`config.mk`:
```
export PLATFORM = sky130hd
export DESIGN_NAME = scene_sequencer
export DESIGN_NICKNAME = d
export VERILOG_FILES = /design/src/rtl/scene_sequencer.sv
export SDC_FILE = /design/constraint.sdc
export NUM_CORES = 1
export LEC_CHECK = 0
export ABC_CLOCK_PERIOD_IN_PS = 3250
export BUFFER_PORTS_ARGS = -buffer_cell sky130_fd_sc_hd__buf_2
export CAP_MARGIN = 20
export CORE_ASPECT_RATIO = 2
export CORE_MARGIN = 2
export CORE_UTILIZATION = 55
export CTS_BUF_LIST = sky130_fd_sc_hd__clkbuf_8
export DETAILED_ROUTE_END_ITERATION = 7
export PLACE_DENSITY = 0.81
export SYNTH_ARGS = -nofsm -noshare
export SYNTH_HDL_FRONTEND = slang
export SYNTH_SLANG_ARGS = --single-unit
```
`constraint.sdc`:
```
create_clock -name clk -period 3.25 [get_ports clk]
set_input_delay 0.1625 -clock clk [delete_from_list [all_inputs] [get_ports clk]]
set_output_delay 0.1625 -clock clk [all_outputs]
set_load 0.02 [all_outputs]
```
`src/rtl/scene_sequencer.sv`:
```
// Day/night timeline controller for the twilight-cat scene: paces ticks from frame
// pulses, steps NIGHT/RISE/DAY/SET with a shared fade level, and walks the sprite left.
module scene_sequencer #(
    parameter int CORDW      = 16,
    parameter int H_RES      = 640,
    parameter int SPR_DRAWW  = 128,
    parameter int SPR_SPX    = 2,
    parameter int SPR_Y      = 240,
    parameter int FADE_STEP  = 4,
    parameter int HOLD_TICKS = 64
) (
    input  logic             clk,
    input  logic             rst_n,
    input  logic             frame,
    input  logic             pause,
    input  logic             step,
    input  logic [1:0]       speed,
    output logic [7:0]       fade_level,
    output logic             direction,
    output logic [1:0]       phase,
    output logic             phase_start,
    output logic [CORDW-1:0] sprx,
    output logic [CORDW-1:0] spry
);

    typedef enum logic [1:0] {
        NIGHT = 2'd0,
        RISE  = 2'd1,
        DAY   = 2'd2,
        SET   = 2'd3
    } phase_t;

    // A zero hold length behaves like a one-tick hold.
    localparam logic [7:0] HOLD_LAST = (HOLD_TICKS <= 1) ? 8'd0 : 8'(HOLD_TICKS - 1);
    localparam logic [8:0] STEP9     = 9'(FADE_STEP);
    localparam logic [7:0] STEP8     = 8'(FADE_STEP);

    localparam logic signed [CORDW-1:0] X_RESET = CORDW'(H_RES);
    localparam logic signed [CORDW-1:0] X_EXIT  = CORDW'(-SPR_DRAWW);
    localparam logic signed [CORDW-1:0] X_STEP  = CORDW'(SPR_SPX);
    localparam logic signed [CORDW-1:0] Y_POS   = CORDW'(SPR_Y);

    phase_t                   phase_q, phase_d;
    logic [7:0]               fade_q, fade_d;
    logic                     dir_q, dir_d;
    logic                     pstart_q, pstart_d;
    logic [7:0]               cnt_q, cnt_d;
    logic [2:0]               pre_q, pre_d;
    logic signed [CORDW-1:0]  sprx_q, sprx_d;

    logic [2:0] mask;
    logic       frame_tick;
    logic       tick;
    logic [8:0] rise_sum;

    always_ff @(posedge clk or negedge rst_n) begin
        if (!rst_n) begin
            phase_q  <= NIGHT;
            fade_q   <= 8'd0;
            dir_q    <= 1'b1;
            pstart_q <= 1'b0;
            cnt_q    <= 8'd0;
            pre_q    <= 3'd0;
            sprx_q   <= X_RESET;
        end else begin
            phase_q  <= phase_d;
            fade_q   <= fade_d;
            dir_q    <= dir_d;
            pstart_q <= pstart_d;
            cnt_q    <= cnt_d;
            pre_q    <= pre_d;
            sprx_q   <= sprx_d;
        end
    end

    always_comb begin
        phase_d  = phase_q;
        fade_d   = fade_q;
        cnt_d    = cnt_q;
        sprx_d   = sprx_q;
        pre_d    = pre_q;

        // Prescaler keeps counting across speed changes; only pause freezes it.
        mask       = 3'((4'd1 << speed) - 4'd1);
        frame_tick = frame & ~pause & ((pre_q & mask) == mask);
        tick       = frame_tick | (pause & step);
        rise_sum   = {1'b0, fade_q} + STEP9;

        if (frame && !pause) begin
            pre_d = pre_q + 3'd1;
        end

        if (tick) begin
            unique case (phase_q)
                NIGHT: begin
                    fade_d = 8'd0;
                    if (cnt_q == HOLD_LAST) begin
                        phase_d = RISE;
                        cnt_d   = 8'd0;
                    end else begin
                        cnt_d = cnt_q + 8'd1;
                    end
                end
                RISE: begin
                    if (rise_sum >= 9'd255) begin
                        fade_d  = 8'd255;
                        phase_d = DAY;
                    end else begin
                        fade_d = rise_sum[7:0];
                    end
                end
                DAY: begin
                    fade_d = 8'd255;
                    if (cnt_q == HOLD_LAST) begin
                        phase_d = SET;
                        cnt_d   = 8'd0;
                    end else begin
                        cnt_d = cnt_q + 8'd1;
                    end
                end
                SET: begin
                    if ({1'b0, fade_q} <= STEP9) begin
                        fade_d  = 8'd0;
                        phase_d = NIGHT;
                    end else begin
                        fade_d = fade_q - STEP8;
                    end
                end
            endcase

            if (sprx_q <= X_EXIT) begin
                sprx_d = X_RESET;
            end else begin
                sprx_d = sprx_q - X_STEP;
            end
        end

        dir_d    = (phase_d == NIGHT) || (phase_d == RISE);
        pstart_d = (phase_d != phase_q);
    end

    assign fade_level  = fade_q;
    assign direction   = dir_q;
    assign phase       = phase_q;
    assign phase_start = pstart_q;
    assign sprx        = sprx_q;
    assign spry        = Y_POS;

endmodule
```
==> summary.txt, run 1 <==
Route
  • DR iter-0 viols: 66
  • Antenna Nets Post-Route: 0
  • DR pass1 iterations: 4
  • Final WL: 5.22 mm
  • DRC viols: 0
  • Met2 WL: 2.84 mm
  • M1 WL: 1.99 mm
  • Met3 routed WL: 213 microns
  • Post-DR wirelength/cell: 15.1 microns
  • Routed via count: 2037
  • Vias per Instance: 5.89
  • Highest metal used: met4

Floorplan
  • Die H: 96.4 microns
  • # IOs: 51
  • Die Wd: 50.2 microns
  • Placeable Area: 0.00409 sq mm
  • Initial Util: 0.574
  • Die Area: 0.00484 sq mm
  • Rows: 33

Job
  • MaxCap Viol Count: 0

Power
  • Total net switching power: 0.000782 W
  • Pwr dens: 733 mW/mm^2
  • Clock power share: 0.222
  • Combinational Power Share: 0.355
  • Internal power: 0.00111 W
  • Peak VDD IR: 0.590 mV
  • Leakage: 1.16 nW
  • Sequential power share: 0.423
  • Sw frac: 0.413

Setup path
  • R2R Setup Slk: 0.85 ns
  • Crit path required time: 3.40 ns
  • Crit path DAT: 2.55 ns
  • CP max FO: 14
  • Slowest-stage cell, CP: or4_4
  • Crit path launch type: flop
  • Critical-path cell list: or4_4 -> nor3_4 -> o31a_2 -> or2_0 -> o21ai_0
  • WS Path Type: reg -> reg
  • Setup crit end kind: flop
  • CP max stage delay: 0.59 ns

Cells and area
  • Antenna diode count: 0
  • Non-filler cells, final: 346
  • Nets: 307
  • Layout area overhead: 10.2%
  • Post-Layout Inst Area: 0.00259 sq mm
  • Final Util: 0.633
  • Filler instances: 375
  • Share of layout cells above drive strength 1: 0.207

Clock network
  • Clock-pin slew on the worst setup and hold paths: 0.07 ns
  • Worst-skew pair later-pin latency: 0.29 ns
  • Deepest level of the CTS H-tree: 2
  • CTS hold repair buffers: 1
  • Num CTS Buffers: 5
  • TritonCTS Sinks: 37
  • CTS tree: done
  • CTS root buf: clkbuf_8
  • Number of setup buffers added after CTS: 0
  • Clock Path Buffers: 2
  • Post-CTS sizing: 0

Timing
  • Fin. max-slew vios: 0
  • RSZ-0062 raised after global routing: false
  • Max Fclk: 417 MHz
  • Fin. Hold Viols: 0
  • Setup WS post-layout: 0.850 ns
  • Fin crit share: 0.738
  • Fin Clk Skew: 0.00687 ns
  • Worst Max-Slew Pin Slew: 0.815 ns
  • Finish-stage setup viols: 0
  • Setup TNS: 0 ns
  • Crit path time final: 2.40 ns
  • Relative slew slack: 0.457

Placement
  • IO Port Bufs: 33
  • Detailed placement HPWL: 3.79 mm
  • Pre-CTS setup slack: 0.874 ns
  • Dpl cell area: 0.00246 sq mm
  • Cell total after placement: 337
  • Final Wtd Congestion: 0.958

Synth
  • Yosys top cell area share: 0.363
  • Ys async rst share: 1.00
  • Mapped Cells: 264
  • Dominant cell type by area after synthesis: dfrtp_1
  • Top cells by area, synth: dfrtp_1 36%, buf_4 6.7%, o21ai_0 5.1%, nand2_1 5.1%, ha_1 3.7%
  • Most frequent cell after synthesis: dfrtp_1
  • Post-Syn Area per Cell: 8.89 sq um
  • Yosys warning count: 0
  • Post-synth EDFFs: 0
  • Cell area after synthesis: 0.00235 sq mm
  • Post-synthesis sequential area ratio: 0.396
  • Top FF cell, synth: dfrtp_1
  • Post-synth top cells: 34 x dfrtp_1, 32 x nand2_1, 24 x o21ai_0
  • FF+latch count, synth: 37
  • Yosys cell types: 60

Global route
  • Wire length of the first global-routing pass: 8.58 mm
  • Initial antenna violation count: 0
  • Gr ovfl total: 0
  • Vias in the first global route: 1940
  • Total track usage: 0.233
  • Largest net degree at the start of global routing: 38

Status
  • Status: completed

Worst hold path
  • Worst min-delay path category: in -> reg
[sequential cells by signal, indices dropped and copies added, names as in the netlist]
register     count
cnt_q            8
direction        1
fade_level       7
phase            2
phase_start      1
pre_q            3
sprx            15
[worst max-delay path: cells and delay by family, from the launching register on]
kind               cells  cell delay, ns
AOI/OAI and AO/OA      2            0.54
DFF                    1            0.41
and+or+nand+nor        3            1.30
[per-layer routing]
layer	vias to the layer above	GRT usage
li1	960	-
met1	989	0.243
met2	70	0.418
met3	18	0.0357
met4	0	0.160
met5	-	0
[per-stage QoR]
step | total power [W] | hold WS [ns]
after CTS | 0.00190 | 0.239
after detailed placement | 0.00147 | 0.309
after floorplan | 0.00127 | -0.133
final | 0.00190 | 0.242
after global placement | 0.00145 | 0.300
after global routing | 0.00201 | 0.268
[cell type report]
cell class                      count  area, sq um  area share
Clock buffer                        6         82.6      0.0319
Sequential cell                    37          930       0.359
Clock inverter                      2         37.5      0.0145
Inverter                            9         33.8      0.0131
Multi-Input combinational cell    204         1250       0.482
Tap cell                           52         65.1      0.0252
Timing Repair Buffer               36          190      0.0735
[logic make-up (layout without fill, tap and decap cells)]
family                   after synthesis  count (layout)  share of synthesized area
adder cells (fa/ha/maj)                7               7                     0.0373
other                                  2              17                    0.00320
XOR/XNOR                               9               9                     0.0336
AO/OA/AOI/OAI                         68              68                      0.196
multiplexers                           1               1                    0.00480
buffers and inverters                 38              53                     0.0960
flip-flops                            37              37                      0.396
AND/OR/NAND/NOR                      102             102                      0.233
[power groups by stage]
stage / logic [W] / clock network, W / registers (W)
floorplan: 0.000408 / 0 / 0.000866
global placement: 0.000654 / 0 / 0.000795
detailed placement: 0.000671 / 0 / 0.000804
CTS: 0.000675 / 0.000425 / 0.000797
global route: 0.000741 / 0.000448 / 0.000822
finish: 0.000674 / 0.000420 / 0.000802
[worst paths after layout]
check,end,cells past startpoint,start
max in group asynchronous,phase[1],2,rst_n
min in group asynchronous,sprx[2],2,rst_n
setup reg to reg,sprx[3],5,sprx[4]
setup / recovery,sprx[3],5,sprx[4]
hold reg to reg,pre_q[2],1,pre_q[2]
hold / removal,pre_q[1],4,pause
[cells in the final DEF (no fill, tap or decap), types with 2 or more instances in the layout]
cell type / synthesis / layout
a21oi_1: 13 / 13
a32o_1: 2 / 2
and2_1: 4 / 4
and3_1: 5 / 5
buf_2: 3 / 33
buf_4: 21 / 2
clkbuf_8: 0 / 6
conb_1: 2 / 17
dfrtp_1: 34 / 34
dfstp_2: 3 / 3
ha_1: 7 / 7
inv_1: 8 / 8
nand2_1: 32 / 32
nand2_2: 2 / 2
nand2b_1: 4 / 4
nand3_1: 8 / 8
nand4_1: 3 / 3
nand4b_1: 2 / 2
nor2_1: 14 / 14
nor2b_1: 4 / 4
nor3_1: 9 / 9
nor4_1: 2 / 2
o21ai_0: 24 / 24
o21ai_1: 4 / 4
o311ai_0: 3 / 3
o31ai_1: 2 / 2
o41ai_1: 2 / 2
or3_1: 3 / 3
xnor2_1: 6 / 6
xor2_1: 3 / 3
Note: power is estimated with default switching activity, not from simulation.
==> run 2: changes to the inputs <==
ABC_AREA = 1   (was default)
ABC_CLOCK_PERIOD_IN_PS = 2250   (was 3250)
PLACE_DENSITY = 0.8   (was 0.81)
clock period = 2.25 ns   (was 3.25 ns; I/O delays follow)
==> summary.txt, run 2 <==
Floorplan
  • # IOs: 51
  • Placeable Area: 0.00455 sq mm
  • Initial Util: 0.566
  • Die H: 101 microns
  • Die Wd: 52.4 microns
  • Die Area: 0.00529 sq mm
  • Rows: 35

Synth
  • Yosys top cell area share: 0.330
  • Cell area after synthesis: 0.00258 sq mm
  • Dominant cell type by area after synthesis: dfrtp_1
  • Yosys cell types: 39
  • Ys async rst share: 1.00
  • Yosys warning count: 0
  • FF+latch count, synth: 37
  • Top cells by area, synth: dfrtp_1 33%, nand2_1 12%, buf_4 5.8%, xor2_1 5.1%, nand3_1 4.8%
  • Post-synthesis sequential area ratio: 0.360
  • Most frequent cell after synthesis: nand2_1
  • Mapped Cells: 344
  • Top FF cell, synth: dfrtp_1
  • Post-Syn Area per Cell: 7.50 sq um
  • Post-synth top cells: 81 x nand2_1, 34 x dfrtp_1, 33 x nor2_1
  • Post-synth EDFFs: 0

Timing
  • Fin. max-slew vios: 0
  • Crit path time final: 1.77 ns
  • RSZ-0062 raised after global routing: false
  • Finish-stage setup viols: 0
  • Fin Clk Skew: 0.00784 ns
  • Relative slew slack: 0.460
  • Fin. Hold Viols: 0
  • Max Fclk: 566 MHz
  • Worst Max-Slew Pin Slew: 0.810 ns
  • Setup TNS: 0 ns
  • Hold_ws: 0.173 ns
  • Fin crit share: 0.786

Clock network
  • Clock-pin slew on the worst setup and hold paths: 0.07 ns
  • Post-CTS sizing: 0
  • Number of setup buffers added after CTS: 0
  • Deepest level of the CTS H-tree: 2
  • Num CTS Buffers: 5
  • Clock Path Buffers: 2
  • TritonCTS Sinks: 37
  • CTS hold repair buffers: 1
  • CTS root buf: clkbuf_8
  • CTS tree: done
  • Worst-skew pair later-pin latency: 0.29 ns

Global route
  • Vias in the first global route: 2186
  • Initial antenna violation count: 0
  • Largest net degree at the start of global routing: 38
  • Wire length of the first global-routing pass: 9.47 mm
  • Gr ovfl total: 0
  • Total track usage: 0.237

Placement
  • Detailed placement HPWL: 4.43 mm
  • Final Wtd Congestion: 0.853
  • Cell total after placement: 424
  • IO Port Bufs: 33

Setup path
  • Reg2reg start: fade_level[2]
  • WS Path Type: reg -> reg
  • Critical-path cell list: inv_1 -> ha_1 -> a21o_1 -> nand2_1 -> nor2_1 -> nand2_1 -> nand2_1 -> nand2_2 -> nand2_4 -> nor2_2 -> nor2_2
  • CP max FO: 6
  • Top delay family on crit path: simple AND/OR/NAND/NOR gates
  • Slowest-stage cell, CP: dfrtp_1
  • Worst R2R Path Depth: 11
  • CP bufs+invs: 1
  • Most frequent CP cell: nand2_1
  • Setup crit end kind: flop
  • R2R Setup Slk: 0.48 ns
  • Crit path launch type: flop
  • Worst R2R End: fade_level[0]
  • Crit path required time: 2.42 ns
  • Crit path DAT: 1.94 ns
  • CP max stage delay: 0.44 ns

Cells and area
  • Filler instances: 433
  • Max reg flops: 15
  • Share of layout cells above drive strength 1: 0.222
  • Most frequent cells in the layout: 81 x nand2_1, 34 x dfrtp_1, 33 x nor2_1, 33 x buf_2, 32 x inv_1
  • Commonest non-fill, non-tap cell in the layout: nand2_1
  • Layout area overhead: 8.00%
  • Non-filler cells, final: 433
  • Antenna diode count: 0
  • Nets: 391

Route
  • Post-DR wirelength/cell: 13.1 microns
  • Antenna Nets Post-Route: 0
  • DR iter-0 viols: 45
  • Vias per Instance: 5.22
  • Final WL: 5.66 mm
  • DRC viols: 0
  • Routed via count: 2262
  • DR pass1 iterations: 4

Job
  • MaxCap Viol Count: 0

Worst hold path
  • Hold_sp: frame
  • Endpoint, Worst Hold: pre_q[1]
  • Hold path cells: 4
  • Worst min-delay path category: in -> reg

Power
  • Peak VDD IR: 0.895 mV
  • Leakage: 1.44 nW
  • Pwr dens: 1310 mW/mm^2

Status
  • Status: completed
## run 2: cell types whose count changed in the layout (fill, tap and decap cells not counted), moves of 7 or more
cell	before	now
nand3_1	8	25
nand2_1	32	81
nor2_2	0	7
o21ai_0	24	5
inv_1	8	32
inv_2	0	12
xor2_1	3	15
nor2_1	14	33
o21ai_1	4	12
## run 2: how the worst max path moves through the flow
stage | from | to | slack (ns) | cells past startpoint
after CTS | fade_level[3] | fade_level[0] | 0.48 | 10
after global routing | pre_q[0] | cnt_q[7] | 0.25 | 7
after floorplan | fade_level[2] | fade_level[0] | 0.48 | 11
final | fade_level[2] | fade_level[0] | 0.48 | 11
after global placement | fade_level[2] | fade_level[0] | 0.53 | 9
after detailed placement | fade_level[3] | fade_level[0] | 0.49 | 10
## run 2: power breakdown
| group | switching [W] | total (W) | internal (W) |
|---|---|---|---|
| Sequential | 0.000367 | 0.00130 | 0.000930 |
| Clock | 0.000228 | 0.000437 | 0.000208 |
| Combinational | 0.00126 | 0.00193 | 0.000672 |
| Total | 0.00185 | 0.00366 | 0.00181 |
## run 2: cell families after synthesis
| kind of cell | synth area share |
|---|---|
| buffers and inverters | 0.133 |
| XOR/XNOR | 0.0577 |
| other | 0.00291 |
| flip-flops | 0.360 |
| adder cells (fa/ha/maj) | 0.0339 |
| AO/OA/AOI/OAI | 0.0955 |
| AND/OR/NAND/NOR | 0.316 |
## run 2: metal layers
layer / part of all wire / GRT usage / vias to the layer above
met4: 0.045 / 0.138 / 0
met1: 0.35 / 0.244 / 1056
met2: 0.56 / 0.436 / 72
li1: - / - / 1115
met5: 0 / 0 / -
met3: 0.036 / 0.0252 / 19
## run 2: cell type report
class	instances	area (sq um)	area share
Sequential cell	37	930	0.334
Inverter	43	161	0.0579
Clock inverter	3	12.5	0.00449
Multi-Input combinational cell	255	1360	0.489
Clock buffer	5	68.8	0.0247
Tap cell	55	68.8	0.0247
Timing Repair Buffer	35	183	0.0656
## run 2: stage by stage
step	total power, W	instance area [sq um]	setup WS, ns	util
3_5_place_dp	0.00323	2700	0.492	0.592
2_1_floorplan	0.00273	2640	0.476	-
5_1_grt	0.00397	2790	0.247	0.612
4_1_cts	0.00368	2790	0.477	0.612
3_3_place_gp	0.00317	2700	0.526	0.592
6_report	0.00366	2790	0.482	0.612
## run 2: tightest hold or removal path: stages
cell	delay [ns]
buf_2	0.07
nand2_1	0.10
nand2_1	0.09
nand2_1	0.05
